`config.mk`:
```
export PLATFORM = sky130hd
export DESIGN_NAME = vga_timing_gen_flat
export DESIGN_NICKNAME = d
export VERILOG_FILES = /design/src/rtl/vga_timing_gen_if.sv /design/src/rtl/vga_timing_gen.sv /design/src/flat_wrapper.sv
export SDC_FILE = /design/constraint.sdc
export NUM_CORES = 1
export LEC_CHECK = 0
export CORE_MARGIN = 2
export CORE_UTILIZATION = 49
export CTS_CLUSTER_SIZE = 20
export DETAILED_ROUTE_END_ITERATION = 6
export PLACE_DENSITY = 0.75
export REMOVE_ABC_BUFFERS = 1
export SKIP_CTS_REPAIR_TIMING = 1
export SLEW_MARGIN = 20
export SYNTH_ARGS = -nofsm -noshare
export SYNTH_HDL_FRONTEND = slang
export SYNTH_SLANG_ARGS = --single-unit
```
`constraint.sdc`:
```
create_clock -name clk -period 2.2 [get_ports clk]
set_input_delay 0.33 -clock clk [delete_from_list [all_inputs] [get_ports clk]]
set_output_delay 0.33 -clock clk [all_outputs]
set_load 0.03 [all_outputs]
```
`src/rtl/vga_timing_gen_if.sv`:
```
// vga_timing_gen_if: raster timing bundle carried from the timing generator
// to the border/sprite lookup and colour mux stages.
interface vga_timing_gen_if;
    logic       pix_tick;
    logic       hsync;
    logic       vsync;
    logic       video_on;
    logic [9:0] col;
    logic [8:0] row;
    logic       frame_start;
    modport master (output pix_tick, hsync, vsync, video_on, col, row, frame_start);
    modport slave  (input  pix_tick, hsync, vsync, video_on, col, row, frame_start);
endinterface

```
`src/rtl/vga_timing_gen.sv`:
```
// vga_timing_gen: pixel-rate divider plus horizontal/vertical raster counters
// producing sync, blanking and active-area coordinates.
module vga_timing_gen #(
    parameter int CLK_DIV  = 2,
    parameter int H_ACTIVE = 640,
    parameter int H_FP     = 16,
    parameter int H_SYNC   = 96,
    parameter int H_BP     = 48,
    parameter int V_ACTIVE = 480,
    parameter int V_FP     = 10,
    parameter int V_SYNC   = 2,
    parameter int V_BP     = 33
) (
    input logic              clk,
    input logic              reset,
    vga_timing_gen_if.master vga
);
    localparam int H_TOTAL = H_ACTIVE + H_FP + H_SYNC + H_BP;
    localparam int V_TOTAL = V_ACTIVE + V_FP + V_SYNC + V_BP;
    localparam int DW = CLK_DIV > 1 ? $clog2(CLK_DIV) : 1;
    localparam logic [DW-1:0] DIV_MAX = DW'(CLK_DIV - 1);
    localparam logic [9:0] H_MAX = 10'(H_TOTAL - 1);
    localparam logic [9:0] V_MAX = 10'(V_TOTAL - 1);
    localparam logic [9:0] HA    = 10'(H_ACTIVE);
    localparam logic [9:0] HS0   = 10'(H_ACTIVE + H_FP);
    localparam logic [9:0] HS1   = 10'(H_ACTIVE + H_FP + H_SYNC);
    localparam logic [9:0] VA    = 10'(V_ACTIVE);
    localparam logic [9:0] VS0   = 10'(V_ACTIVE + V_FP);
    localparam logic [9:0] VS1   = 10'(V_ACTIVE + V_FP + V_SYNC);
    logic [DW-1:0] div_cnt, div_nxt;
    logic [9:0]    h_cnt, v_cnt, h_nxt, v_nxt;
    logic          tick, h_wrap;
    always_comb begin
        tick    = div_cnt == DIV_MAX;
        h_wrap  = tick && h_cnt == H_MAX;
        div_nxt = tick ? '0 : div_cnt + 1'b1;
        h_nxt   = !tick ? h_cnt : h_wrap ? '0 : h_cnt + 10'd1;
        v_nxt   = !h_wrap ? v_cnt : v_cnt == V_MAX ? '0 : v_cnt + 10'd1;
    end
    // Outputs decode the next counter values so they move in lockstep with the counters.
    always_ff @(posedge clk) begin
        if (reset) begin
            div_cnt         <= '0;
            h_cnt           <= H_MAX;
            v_cnt           <= V_MAX;
            vga.pix_tick    <= 1'b0;
            vga.hsync       <= 1'b1;
            vga.vsync       <= 1'b1;
            vga.video_on    <= 1'b0;
            vga.col         <= '0;
            vga.row         <= '0;
            vga.frame_start <= 1'b0;
        end else begin
            div_cnt         <= div_nxt;
            h_cnt           <= h_nxt;
            v_cnt           <= v_nxt;
            vga.pix_tick    <= tick;
            vga.hsync       <= !(h_nxt >= HS0 && h_nxt < HS1);
            vga.vsync       <= !(v_nxt >= VS0 && v_nxt < VS1);
            vga.video_on    <= h_nxt < HA && v_nxt < VA;
            vga.col         <= h_nxt < HA ? h_nxt : '0;
            vga.row         <= v_nxt < VA ? v_nxt[8:0] : '0;
            vga.frame_start <= tick && h_nxt == '0 && v_nxt == '0;
        end
    end
endmodule
```
`src/flat_wrapper.sv`:
```
// flat-port wrapper written by rule: the top's interface ports become plain ports
module vga_timing_gen_flat 
#(
    parameter int CLK_DIV  = 2,
    parameter int H_ACTIVE = 640,
    parameter int H_FP     = 16,
    parameter int H_SYNC   = 96,
    parameter int H_BP     = 48,
    parameter int V_ACTIVE = 480,
    parameter int V_FP     = 10,
    parameter int V_SYNC   = 2,
    parameter int V_BP     = 33
)
  (clk, reset, vga_pix_tick, vga_hsync, vga_vsync, vga_video_on, vga_col, vga_row, vga_frame_start);
  vga_timing_gen_if vga_i ();
  input logic clk;
  input logic reset;
  output wire logic [$bits(vga_i.pix_tick)-1:0] vga_pix_tick;
  output wire logic [$bits(vga_i.hsync)-1:0] vga_hsync;
  output wire logic [$bits(vga_i.vsync)-1:0] vga_vsync;
  output wire logic [$bits(vga_i.video_on)-1:0] vga_video_on;
  output wire logic [$bits(vga_i.col)-1:0] vga_col;
  output wire logic [$bits(vga_i.row)-1:0] vga_row;
  output wire logic [$bits(vga_i.frame_start)-1:0] vga_frame_start;
  assign vga_pix_tick = vga_i.pix_tick;
  assign vga_hsync = vga_i.hsync;
  assign vga_vsync = vga_i.vsync;
  assign vga_video_on = vga_i.video_on;
  assign vga_col = vga_i.col;
  assign vga_row = vga_i.row;
  assign vga_frame_start = vga_i.frame_start;
  vga_timing_gen #(.CLK_DIV(CLK_DIV), .H_ACTIVE(H_ACTIVE), .H_FP(H_FP), .H_SYNC(H_SYNC), .H_BP(H_BP), .V_ACTIVE(V_ACTIVE), .V_FP(V_FP), .V_SYNC(V_SYNC), .V_BP(V_BP)) u_core (.clk(clk), .reset(reset), .vga(vga_i));
endmodule
```
Yosys cells after proc, flatten, opt, wreduce, memory -nomap -nowiden
Cells that the tools add are included.
Word-level totals
  word-level logic and storage cells: 40
  output and inout bits: 24
  register bits after elaboration: 45
  input bits: 2
Cells by class
  bitwise logic cells: 2
  order comparisons: 6
  muxes and demuxes: 4
  add/subtract/negate cells: 3
  reduce and logical (&&, ||, !) cells: 13
  equal/unequal tests: 2
Operator list (number)
  $mux W10: 4
  $add A10 B1 Y10 const B: 2
  $eq A10 B10 Y1 const B: 2
  $logic_not A10 Y1: 2
  $lt A10 B10 Y1 const B: 2
  $lt A10 B9 Y1 const B: 2
  $ge A10 B10 Y1 const B: 1
  $ge A10 B9 Y1 const B: 1
  $logic_and A1 B1 Y1: 6
  $reduce_or A2 Y1: 3
  $logic_not A1 Y1: 2
  $not A1 Y1: 2
  $add A1 B1 Y1 const B: 1

Longest topological paths before layout
  depth in word-level cells: 7
  mapped depth: 9
  depth with buffers taken out: 8

Worst setup path after synthesis
OpenSTA, ideal clock, no wires.
  path kind: reg-to-reg
  from: reg u_core.h_cnt[0]
  to: reg u_core.vga.row[0]
  stages on the path, launching flop included: 9
  data arrival time: 1.920 ns
  period minus slack after synthesis: 2.053 ns
  data required time: 2.067 ns
  setup time: 0.133 ns
  slack: 0.147 ns
  buffers on the path: 1
  path through: dfxtp_1 -> ha_1 -> and3_1 -> nand4_2 -> buf_6 -> nor4_4 -> xnor2_1 -> nor4_4 -> nor3b_1
Between the ends
  word-level cells in the longest chain between the ends: 6
RTL lines
  start, declared: RTL line vga_timing_gen.sv:31  | logic [9:0] h_cnt, v_cnt, h_nxt, v_nxt;
  start signal, assigned: RTL line vga_timing_gen.sv:55  | h_cnt <= h_nxt;
  $eq A10 B10 Y1 (*): RTL line vga_timing_gen.sv:35  | h_wrap = tick && h_cnt == H_MAX;
  $logic_and A1 B1 Y1 (*): RTL line vga_timing_gen.sv:35
  $mux W10 (*): RTL line vga_timing_gen.sv:38  | v_nxt = !h_wrap ? v_cnt : v_cnt == V_MAX ? '0 : v_cnt + 10'd1;
  $lt A10 B9 Y1: RTL line vga_timing_gen.sv:62  | vga.row <= v_nxt < VA ? v_nxt[8:0] : '0;
  $not A1 Y1 (no source line)
  $reduce_or A2 Y1 (no source line)
  end signal, assigned: RTL line vga_timing_gen.sv:62
  end, declared: RTL line vga_timing_gen_if.sv:11  | modport master (output pix_tick, hsync, vsync, video_on, col, row, frame_start);
Every way passes the cells marked *; elsewhere a longest branch is shown, timed or not.
A chain may end at the register's enable or synchronous reset.

Worst setup path after layout
  from: reg u_core.h_cnt[1]
  to: reg u_core.vga.row[4]
Same word-level chain as after synthesis.

==> summary.md <==
| Metric | Value |
|---|---|
| Leak Pwr | `~1.0 nW` |
| Synth area leader | `dfxtp_1` |
| NetSw | `0.000598 W` |
| Mapped Cells | `214` |
| CTS tree | `built` |
| Top achievable clock speed | `0.468 GHz` |
| Ports | `26` |
| Headroom to the max-slew limit | `70.1%` |
| Reg power frac | `a little under half` |
| Global-route wire length before repair | `6870 µm` |
| Status | `finished, final reports clean` |
| Slew Limit Fails | `0` |
| Row cnt | `23` |
| VDD IR max | `417 µV` |
| Crit. End Element | `flop` |
| Setup violators final | `0` |
| Power Density | `763 mW/mm²` |
| Setup Total Neg Slack | `0 ns` |
| Synth unique cells | `42` |
| Cell Area, Synth | `between 0.0015 and 0.002 mm²` |
| Clock Pin Slew Worst Setup and Hold Paths | `around 0.080 ns` |
| Ys Warns | `0` |
| Flops & latches, synth | `45` |
| Commonest non-fill, non-tap cell in the layout | `dfxtp_1` |
| GRT Total Usage | `20.3%` |
| Post-synth EDFFs | `0` |
| Worst-path fanout max | `6` |
| Sw Ratio | `29.9%` |
| Main flop type after synthesis | `dfxtp_1` |
| Net count reported at finish | `272` |
| Top cells by area, synth | `dfxtp_1 46%, nor3_1 4.8%, nor2_1 3.8%` |
| TritonCTS buffer count | `5` |
| Worst Tran Pin Value | `approximately 0.45 ns` |
| DRT Pass-1 Iters | `4` |
| Number of global-route vias before repair | `1478` |
| CP Data Required Time | `2.39 ns` |
| Clk network pwr share | `27.7%` |
| CP arrival | `2.33 ns` |
| Share of the synthesized area in the top cell type | `45.7%` |
| Max Cap Viol | `0` |
| Crit path time final | `2.14 ns` |
| Critical hold path startpoint | `u_core.div_cnt` |
| Clock Tree Root | `clkbuf_8` |
| Detail Route Antenna Nets | `0` |
| Clock sinks | `45` |
| Hold WC Path Type | `reg2reg` |
| Int Power | `0.00140 W` |
| Antenna cells | `0` |
| H-tree levels | `2` |
| Wire per inst | `13.4 µm` |
| RSZ-0062 raised after global routing | `true` |
| Layout fillers | `324` |
| Avg Inst Size Synth | `9.21 µm²` |
| Die ar. | `0.00455 mm²` |
| Share of cells above drive strength 1 | `a little over a fifth` |
| HPWL Detailed | `3050 µm` |
| Syn-to-layout area delta | `32.9%` |
| Worst reg2reg path startpoint | `u_core.h_cnt[1]` |
| Final Hold Viols | `0` |
| 1st-iter DRT viols | `86` |
| Gpl congestion | `0.926` |
| Kind of critical path | `reg2reg` |
| FFs w/ async S/R, synth | `0%` |
| Clk_skew | `~0.0052 ns` |
| Final wirelength | `4250 µm` |
| DRC Markers | `0` |
| Comb pwr share | `between 20% and 30%` |
| Overflow after GRT | `0` |
| Commonest cells after routing, fill and taps aside | `43 x dfxtp_1, 28 x buf_4, 25 x clkdlybuf4s50_1, 20 x nor2_1, 16 x nor3_1` |
| Die Y | `around 67 µm` |
| Initial Util | `50.0%` |
| Avg Vias per Cell | `between 5 and 6` |
| Initial antenna violation count | `0` |
| CTS Buffer Depth | `2` |
| Crit path from | `u_core.h_cnt[1]` |
| Final core occ | `around 66%` |
| Routed via count | `between 1.5k and 2k` |
| Period utilisation layout | `97.2%` |
| Largest net degree at the start of global routing | `16` |
| Placeable core area | `0.00394 mm²` |
| Worst-Skew Late Latency | `0.30 ns` |
| Setup crit start kind | `flop` |
| Chip width | `roughly 67 µm` |
| Number of port buffers | `25` |
| Register area share after synthesis | `45.7%` |
## cell type report
type	count	area (µm²)	area share, %
clock buffer	7	96.3	3.68
timing repair buffer	54	472	18.0
sequential	45	903	34.5
tap	50	62.6	2.39
multi-input combinational	155	1060	40.4
clock inverter	1	5.00	0.191
inverter	6	22.5	0.859
## registers in the layout, summed over array words and instances, names as in the netlist
| signal | cells |
|---|---|
| u_core.h_cnt | 10 |
| u_core.vga.pix_tick | 1 |
| u_core.vga.video_on | 1 |
| u_core.vga.vsync | 1 |
| u_core.vga.col | 10 |
| u_core.v_cnt | 10 |
| u_core.div_cnt | 1 |
| u_core.vga.row | 9 |
| u_core.vga.frame_start | 1 |
| u_core.vga.hsync | 1 |
## worst max-delay path, stage by stage (launching register included)
cell and delay, ns:
dfxtp_1 0.36, ha_1 0.17, and3_1 0.20, nand4_2 0.14, nor4_1 0.42, xnor2_1 0.21
nor4_4 0.29, buf_4 0.19, nor3_1 0.05
## power groups by stage
stage,sequential [W],clock [W],combinational (W)
floorplan,0.000995,0,0.000230
global placement,0.000925,0,0.000512
detailed placement,0.000926,0,0.000513
CTS,0.000907,0.000568,0.000516
global route,0.000917,0.000595,0.000588
finish,0.000908,0.000554,0.000539
## synth_stat cells, drive strengths merged, types with 6 or more instances
library cell,n
dfxtp,45
nor2,20
nor3,19
nand2,11
nand2b,9
a21oi,8
nand3,8
o21ai,8
nor2b,7
xnor2,7
inv,6
nand4,6
nor4,6
## through the flow
step | total power [W] | instance area, µm² | instances | worst slack, ns | hold slack, ns
6_report | 0.00200 | 2620 | 318 | 0.0613 | 0.533
5_1_grt | 0.00210 | 2620 | 318 | -0.0537 | 0.573
4_1_cts | 0.00199 | 2540 | 317 | 0.0132 | 0.536
3_5_place_dp | 0.00144 | 2440 | 309 | 0.0251 | 0.514
3_3_place_gp | 0.00144 | 2440 | 309 | -0.00603 | 0.510
2_1_floorplan | 0.00123 | 1920 | 206 | -0.147 | 0.397
## layer usage
| layer | global-route usage, % | up-vias | part of all wire [%] | wire (µm) |
|---|---|---|---|---|
| li1 | - | 866 | - | - |
| met1 | 27.7 | 785 | 49 | 2090 |
| met2 | 31.2 | 35 | 45 | 1930 |
| met3 | 4.50 | 5 | 4.3 | 184 |
| met4 | 7.91 | 0 | 1.2 | 51 |
| met5 | 0 | - | 0 | 0 |
## logic make-up after synthesis
kind of cell,Yosys count,share of synthesized area (%)
AO/OA/AOI/OAI,29,9.33
adder cells (fa/ha/maj),3,1.90
XOR/XNOR,10,4.44
multiplexers,3,1.59
buffers and inverters,14,3.81
AND/OR/NAND/NOR,110,33.2
flip-flops,45,45.7
## path summary, 6_finish.rpt
kind | end | slack (ns) | cells after the start
worst max register to register | u_core.vga.row[4] | 0.06 | 8
worst max-delay path | u_core.vga.row[4] | 0.06 | 8
worst min register to register | u_core.div_cnt | 0.53 | 1
worst min-delay path | u_core.div_cnt | 0.53 | 1
No activity file was read; power rests on OpenSTA's default activity.
